`config.mk`:
```
export PLATFORM = sky130hd
export DESIGN_NAME = cl2_pl_exu_rf_sched
export DESIGN_NICKNAME = d
export VERILOG_FILES = /design/src/rtl/cl2_pl_exu_pkg.sv /design/src/rtl/cl2_pl_exu_wb_arb.sv /design/src/rtl/cl2_pl_exu_rf_sched.sv
export VERILOG_INCLUDE_DIRS = /design/src /design/src/rtl
export SDC_FILE = /design/constraint.sdc
export NUM_CORES = 1
export LEC_CHECK = 0
export CAP_MARGIN = 20
export CORE_MARGIN = 1.5
export CORE_UTILIZATION = 35
export CTS_BUF_LIST = sky130_fd_sc_hd__clkbuf_8
export DETAILED_ROUTE_END_ITERATION = 12
export PLACE_DENSITY = 0.74
export RECOVER_POWER = 100
export SLEW_MARGIN = 40
export SYNTH_ARGS = -nofsm -noshare
export SYNTH_HDL_FRONTEND = slang
export SYNTH_SLANG_ARGS = --single-unit
```
`constraint.sdc`:
```
create_clock -name clk_i -period 5 [get_ports clk_i]
set_input_delay 1 -clock clk_i [delete_from_list [all_inputs] [get_ports clk_i]]
set_output_delay 1 -clock clk_i [all_outputs]
set_load 0.1 [all_outputs]
```
`src/rtl/cl2_arch_desc.svh`:
```
// Architectural sizing shared by the CL2 core: data width and register file geometry.
`ifndef CL2_ARCH_DESC_SVH
`define CL2_ARCH_DESC_SVH

`define CL2_XLEN           32
`define CL2_REGFILE_WIDTH  5
`define CL2_REGFILE_NUM    32

`endif

```
`src/rtl/cl2_pl_exu_pkg.sv`:
```
// Shared EXU pipeline types: architectural widths and write-back requester indices.
`include "cl2_arch_desc.svh"

package cl2_pl_exu_pkg;

  localparam int CL2_XLEN          = `CL2_XLEN;
  localparam int CL2_REGFILE_WIDTH = `CL2_REGFILE_WIDTH;
  localparam int CL2_REGFILE_NUM   = `CL2_REGFILE_NUM;

  typedef enum logic [1:0] {
    WB_ALU = 2'd0,
    WB_LSU = 2'd1,
    WB_MDU = 2'd2
  } wb_req_e;

  localparam int WB_REQ_NUM = 3;

endpackage

```
`src/rtl/cl2_pl_exu_wb_arb.sv`:
```
// Single-grant write-back arbiter: LSU > MDU > ALU, with ALU promotion after a
// run of STARVE_LIM denied cycles so the ALU cannot be locked out forever.
module cl2_pl_exu_wb_arb
  import cl2_pl_exu_pkg::*;
#(
  parameter int STARVE_LIM = 4
) (
  input  logic                  clk_i,
  input  logic                  rst_n_i,
  input  logic [WB_REQ_NUM-1:0] req_i,
  output logic [WB_REQ_NUM-1:0] gnt_o
);

  logic [2:0] starve_cnt_q;
  logic [2:0] starve_cnt_d;
  logic       alu_starved;

  always_comb begin
    gnt_o       = '0;
    alu_starved = req_i[WB_ALU] && (starve_cnt_q == 3'(STARVE_LIM));
    if (!rst_n_i) begin
      gnt_o = '0;
    end else if (alu_starved) begin
      gnt_o[WB_ALU] = 1'b1;
    end else if (req_i[WB_LSU]) begin
      gnt_o[WB_LSU] = 1'b1;
    end else if (req_i[WB_MDU]) begin
      gnt_o[WB_MDU] = 1'b1;
    end else if (req_i[WB_ALU]) begin
      gnt_o[WB_ALU] = 1'b1;
    end
  end

  // Counts only an unbroken run of denied ALU requests; saturates at 7.
  always_comb begin
    starve_cnt_d = starve_cnt_q;
    if (!req_i[WB_ALU] || gnt_o[WB_ALU]) begin
      starve_cnt_d = 3'd0;
    end else if (starve_cnt_q != 3'd7) begin
      starve_cnt_d = starve_cnt_q + 3'd1;
    end
  end

  always_ff @(posedge clk_i) begin
    if (!rst_n_i) begin
      starve_cnt_q <= 3'd0;
    end else begin
      starve_cnt_q <= starve_cnt_d;
    end
  end

endmodule

```
`src/rtl/cl2_pl_exu_rf_sched.sv`:
```
// EXU register-file scheduler: pending-write scoreboard gating issue, plus the
// arbitrated single regfile write port shared by ALU, LSU and MDU.
module cl2_pl_exu_rf_sched
  import cl2_pl_exu_pkg::*;
#(
  parameter int STARVE_LIM = 4
) (
  input  logic                         clk_i,
  input  logic                         rst_n_i,
  input  logic                         iss_vld_i,
  input  logic                         iss_rs1_en_i,
  input  logic [CL2_REGFILE_WIDTH-1:0] iss_rs1_idx_i,
  input  logic                         iss_rs2_en_i,
  input  logic [CL2_REGFILE_WIDTH-1:0] iss_rs2_idx_i,
  input  logic                         iss_rd_en_i,
  input  logic [CL2_REGFILE_WIDTH-1:0] iss_rd_idx_i,
  input  logic                         iss_long_i,
  output logic                         iss_rdy_o,
  input  logic                         alu_wb_vld_i,
  input  logic [CL2_REGFILE_WIDTH-1:0] alu_wb_idx_i,
  input  logic [CL2_XLEN-1:0]          alu_wb_dat_i,
  output logic                         alu_wb_rdy_o,
  input  logic                         lsu_wb_vld_i,
  input  logic [CL2_REGFILE_WIDTH-1:0] lsu_wb_idx_i,
  input  logic [CL2_XLEN-1:0]          lsu_wb_dat_i,
  output logic                         lsu_wb_rdy_o,
  input  logic                         mdu_wb_vld_i,
  input  logic [CL2_REGFILE_WIDTH-1:0] mdu_wb_idx_i,
  input  logic [CL2_XLEN-1:0]          mdu_wb_dat_i,
  output logic                         mdu_wb_rdy_o,
  output logic                         rf_wen_o,
  output logic [CL2_REGFILE_WIDTH-1:0] rf_widx_o,
  output logic [CL2_XLEN-1:0]          rf_wdat_o,
  output logic                         sb_busy_o
);

  logic [CL2_REGFILE_NUM-1:0]   pend_q;
  logic [CL2_REGFILE_NUM-1:0]   pend_d;
  logic [CL2_REGFILE_NUM-1:0]   set_mask;
  logic [CL2_REGFILE_NUM-1:0]   clr_mask;
  logic                         hazard;
  logic                         iss_fire;
  logic [WB_REQ_NUM-1:0]        wb_req;
  logic [WB_REQ_NUM-1:0]        wb_gnt;
  logic [CL2_REGFILE_WIDTH-1:0] wb_idx;
  logic [CL2_XLEN-1:0]          wb_dat;

  // No bypass: a write-back clearing a pending bit only unblocks issue next cycle.
  always_comb begin
    hazard    = (iss_rs1_en_i && (iss_rs1_idx_i != '0) && pend_q[iss_rs1_idx_i]) ||
                (iss_rs2_en_i && (iss_rs2_idx_i != '0) && pend_q[iss_rs2_idx_i]) ||
                (iss_rd_en_i  && (iss_rd_idx_i  != '0) && pend_q[iss_rd_idx_i]);
    iss_rdy_o = rst_n_i && !hazard;
    iss_fire  = iss_vld_i && iss_rdy_o;
    sb_busy_o = rst_n_i && (|pend_q);
  end

  always_comb begin
    wb_req         = '0;
    wb_req[WB_ALU] = alu_wb_vld_i;
    wb_req[WB_LSU] = lsu_wb_vld_i;
    wb_req[WB_MDU] = mdu_wb_vld_i;
  end

  cl2_pl_exu_wb_arb #(
    .STARVE_LIM (STARVE_LIM)
  ) u_wb_arb (
    .clk_i   (clk_i),
    .rst_n_i (rst_n_i),
    .req_i   (wb_req),
    .gnt_o   (wb_gnt)
  );

  always_comb begin
    wb_idx = '0;
    wb_dat = '0;
    if (wb_gnt[WB_LSU]) begin
      wb_idx = lsu_wb_idx_i;
      wb_dat = lsu_wb_dat_i;
    end else if (wb_gnt[WB_MDU]) begin
      wb_idx = mdu_wb_idx_i;
      wb_dat = mdu_wb_dat_i;
    end else if (wb_gnt[WB_ALU]) begin
      wb_idx = alu_wb_idx_i;
      wb_dat = alu_wb_dat_i;
    end
    alu_wb_rdy_o = wb_gnt[WB_ALU];
    lsu_wb_rdy_o = wb_gnt[WB_LSU];
    mdu_wb_rdy_o = wb_gnt[WB_MDU];
    rf_wen_o     = (|wb_gnt) && (wb_idx != '0);
    rf_widx_o    = wb_idx;
    rf_wdat_o    = wb_dat;
  end

  // Set is applied after clear so a same-cycle set of the same index wins.
  always_comb begin
    set_mask = '0;
    clr_mask = '0;
    if (iss_fire && iss_long_i && iss_rd_en_i) begin
      set_mask[iss_rd_idx_i] = 1'b1;
    end
    if (wb_gnt[WB_LSU] || wb_gnt[WB_MDU]) begin
      clr_mask[wb_idx] = 1'b1;
    end
    pend_d    = (pend_q & ~clr_mask) | set_mask;
    pend_d[0] = 1'b0;
  end

  always_ff @(posedge clk_i) begin
    if (!rst_n_i) begin
      pend_q <= '0;
    end else begin
      pend_q <= pend_d;
    end
  end

endmodule

```
==> flow_summary.yaml <==
run_status:
  status: "finished, final reports clean"
power:
  p_per_area_nw_per_um2: 192
  pwr-share-clk_pct: 21.3
  intPower_w: 0.000560
  p_total_w: 0.000975
  combPwrFrac_pct: 50.6
  power.leakage_nw: 2.05
  switching_share_pct: 42.6
  peakVddDrop_mv: 0.0903
  pwr-share-seq_pct: 28.1
  p_sw_w: 0.000416
synthesis:
  ys_ff_latch: 34
  synth_common_cells: "inv_1, nand2_1, a222oi_1, dfxtp_1, o211ai_1"
  synth_most_common_cell: "inv_1"
  synthTopCellsByArea: "dfxtp_1, a222oi_1, mux4_2"
  ys.flop_type: "dfxtp_1"
  syn_avg_cell_area_sq_um: 8.14
  synth_edf_count: 0
  syn_nets: 526
  async_flop_share_pct: 0
  yosysTopAreaCell: "dfxtp_1"
  yosysWarnings: 0
  netlist.area_leader.share_pct: 21.6
  syn-cell-area_sq_um: 3150
  synthCells: 387
  synth_cell_types: 51
  ys_seq_area_share_pct: 21.6
sta:
  skew_ps: 5.92
  max_freq_mhz: 211
  period_share_pct: 94.8
  setup_viol: 0
  slew_headroom_pct: 29.2
  worst_pin_slew_ps: 1060
  grt_setup_unrepaired: "no"
  hold_viol: 0
  min_period_ps: 4740
  drv_slew: 0
  fin_tns_setup_ps: 0
grt:
  antenna_found_initial: 3
  grtUsageTotal_pct: 30.1
  grt_max_degree: 32
  grt_pass1_wl_microns: 22300
  grt_pass1_vias: 4108
  grt.overflow.total: 0
layout:
  area_growth_pct: 61.1
  fin_nets: 690
  drive_above_1_share_pct: 15.4
place:
  io_buffers: 178
  place_hpwl_microns: 12100
  gp_congestion: 0.989
clock_network:
  clkLatencyLatePin_ps: 290
  hold_buffers: 0
  cts_tree: "built"
  cts_root_buffer: "clkbuf_8"
  cts_resized: 0
  cts.path.max_buffers: 2
  clkTransAtPathRegs_ps: 60
  ctsHtreeMaxLevel: 2
  cts_made_buffers: 5
  post_cts_buffers: 0
  cts_sinks: 34
die:
  rows: 34
  ios: 179
  dieArea_sq_um: 9580
  initial_core_util_pct: 36.1
  core_sq_um: 8720
  die_y_microns: 97.9
  fp.dieW_microns: 97.9
hold_path:
  hold_path_class: "flop to flop"
drt:
  dr.pass1.iters: 8
  routed.top_layer: "met5"
  met3_length_microns: 1490
  drc: 0
  wirelength_microns: 14700
  viasPerCell: 6.26
  m1WireLength_microns: 5110
  antenna_left: 0
  dr_wl_met2_microns: 7270
  drtIter0Drc: 466
  wl_per_cell_microns: 22.3
  vias: 4136
critical_path:
  crit_type: "primary input to output port"
  start_kind: "primary input"
  end_kind: "output port"
  crit_path_max_fanout: 20
  critical_path_arrival_ps: 3740
  crit_required_ps: 4000
run:
  max-cap-violations: 0
[cell usage in the layout, fill, tap and decap left out, types with 3 or more instances in the layout]
master,n
nand4_1,4
o21ai_0,29
inv_1,46
nor3b_1,4
mux2i_1,17
buf_4,7
o21ai_1,3
nor2_1,15
nand3_1,11
mux2_2,8
mux4_2,14
buf_12,15
nand2_1,42
nor3_1,7
ha_1,3
dlygate4sd3_1,3
a222oi_1,34
clkbuf_4,3
clkbuf_2,23
nand2b_1,5
nor4_1,8
clkdlybuf4s50_1,132
o211ai_1,33
a21oi_1,4
dfxtp_1,34
clkbuf_8,6
clkbuf_1,4
[registers in the layout (all words and copies together) (netlist names)]
signal	cells
pend_q	31
u_wb_arb.starve_cnt_q	3
[critical path, cell delays in order]
cell and delay [ps]:
dlygate4sd3_1 770, and3_1 400, clkbuf_1 730, a222oi_1 200, inv_1 130, clkbuf_2 470
[stage by stage]
stage / setup slack (ps) / hold slack, ps / cells / instance area, sq um / util [%]
global placement: 600 / 508 / 652 / 5410 / 62.1
finish: 262 / 560 / 661 / 5070 / 58.2
detailed placement: 547 / 546 / 652 / 5410 / 62.1
CTS: 542 / 556 / 660 / 5500 / 63.1
floorplan: 532 / 486 / 387 / 3150 / -
global route: 170 / 581 / 661 / 5070 / 58.2
[layout make-up]
cell class              count  area [sq um]
diodes                      1          2.50
clock buffers               6          82.6
clock inverters             2          8.76
fillers                   801          3650
inverters                  45           169
multi-input cells         277          2130
flip-flops and latches     34           681
well taps                 108           135
repair buffers            188          1860
[per-layer routing]
layer  GRT usage [%]  up-vias
met4            16.2        4
met2            52.3      305
met3            8.80       67
met1            33.0     1927
met5               0        -
li1                -     1833
[cells by family after synthesis]
family,synth area share [%]
buffers and inverters,10.1
muxes,18.3
adders and majority gates,1.19
xor gates and xnor gates,0.278
DFF,21.6
AOI/OAI and AO/OA,30.4
and+or+nand+nor,18.2
[worst paths after layout]
| path | slack (ps) | depth (start not counted) | to | start |
|---|---|---|---|---|
| hold reg to reg | 560 | 2 | u_wb_arb.starve_cnt_q[1] | u_wb_arb.starve_cnt_q[1] |
| setup reg to reg | 2260 | 7 | pend_q[17] | pend_q[9] |
| setup / recovery | 260 | 6 | rf_wdat_o[31] | rst_n_i |
| hold / removal | 560 | 2 | u_wb_arb.starve_cnt_q[1] | u_wb_arb.starve_cnt_q[1] |
[power groups by stage]
| stage | clock [W] | sequential [W] | combinational, W |
|---|---|---|---|
| finish | 0.000208 | 0.000274 | 0.000494 |
| global route | 0.000227 | 0.000274 | 0.000510 |
| CTS | 0.000209 | 0.000274 | 0.000555 |
| detailed placement | 0 | 0.000280 | 0.000553 |
| global placement | 0 | 0.000280 | 0.000550 |
| floorplan | 0 | 0.000279 | 0.000291 |
No activity file was read; power rests on OpenSTA's default activity.
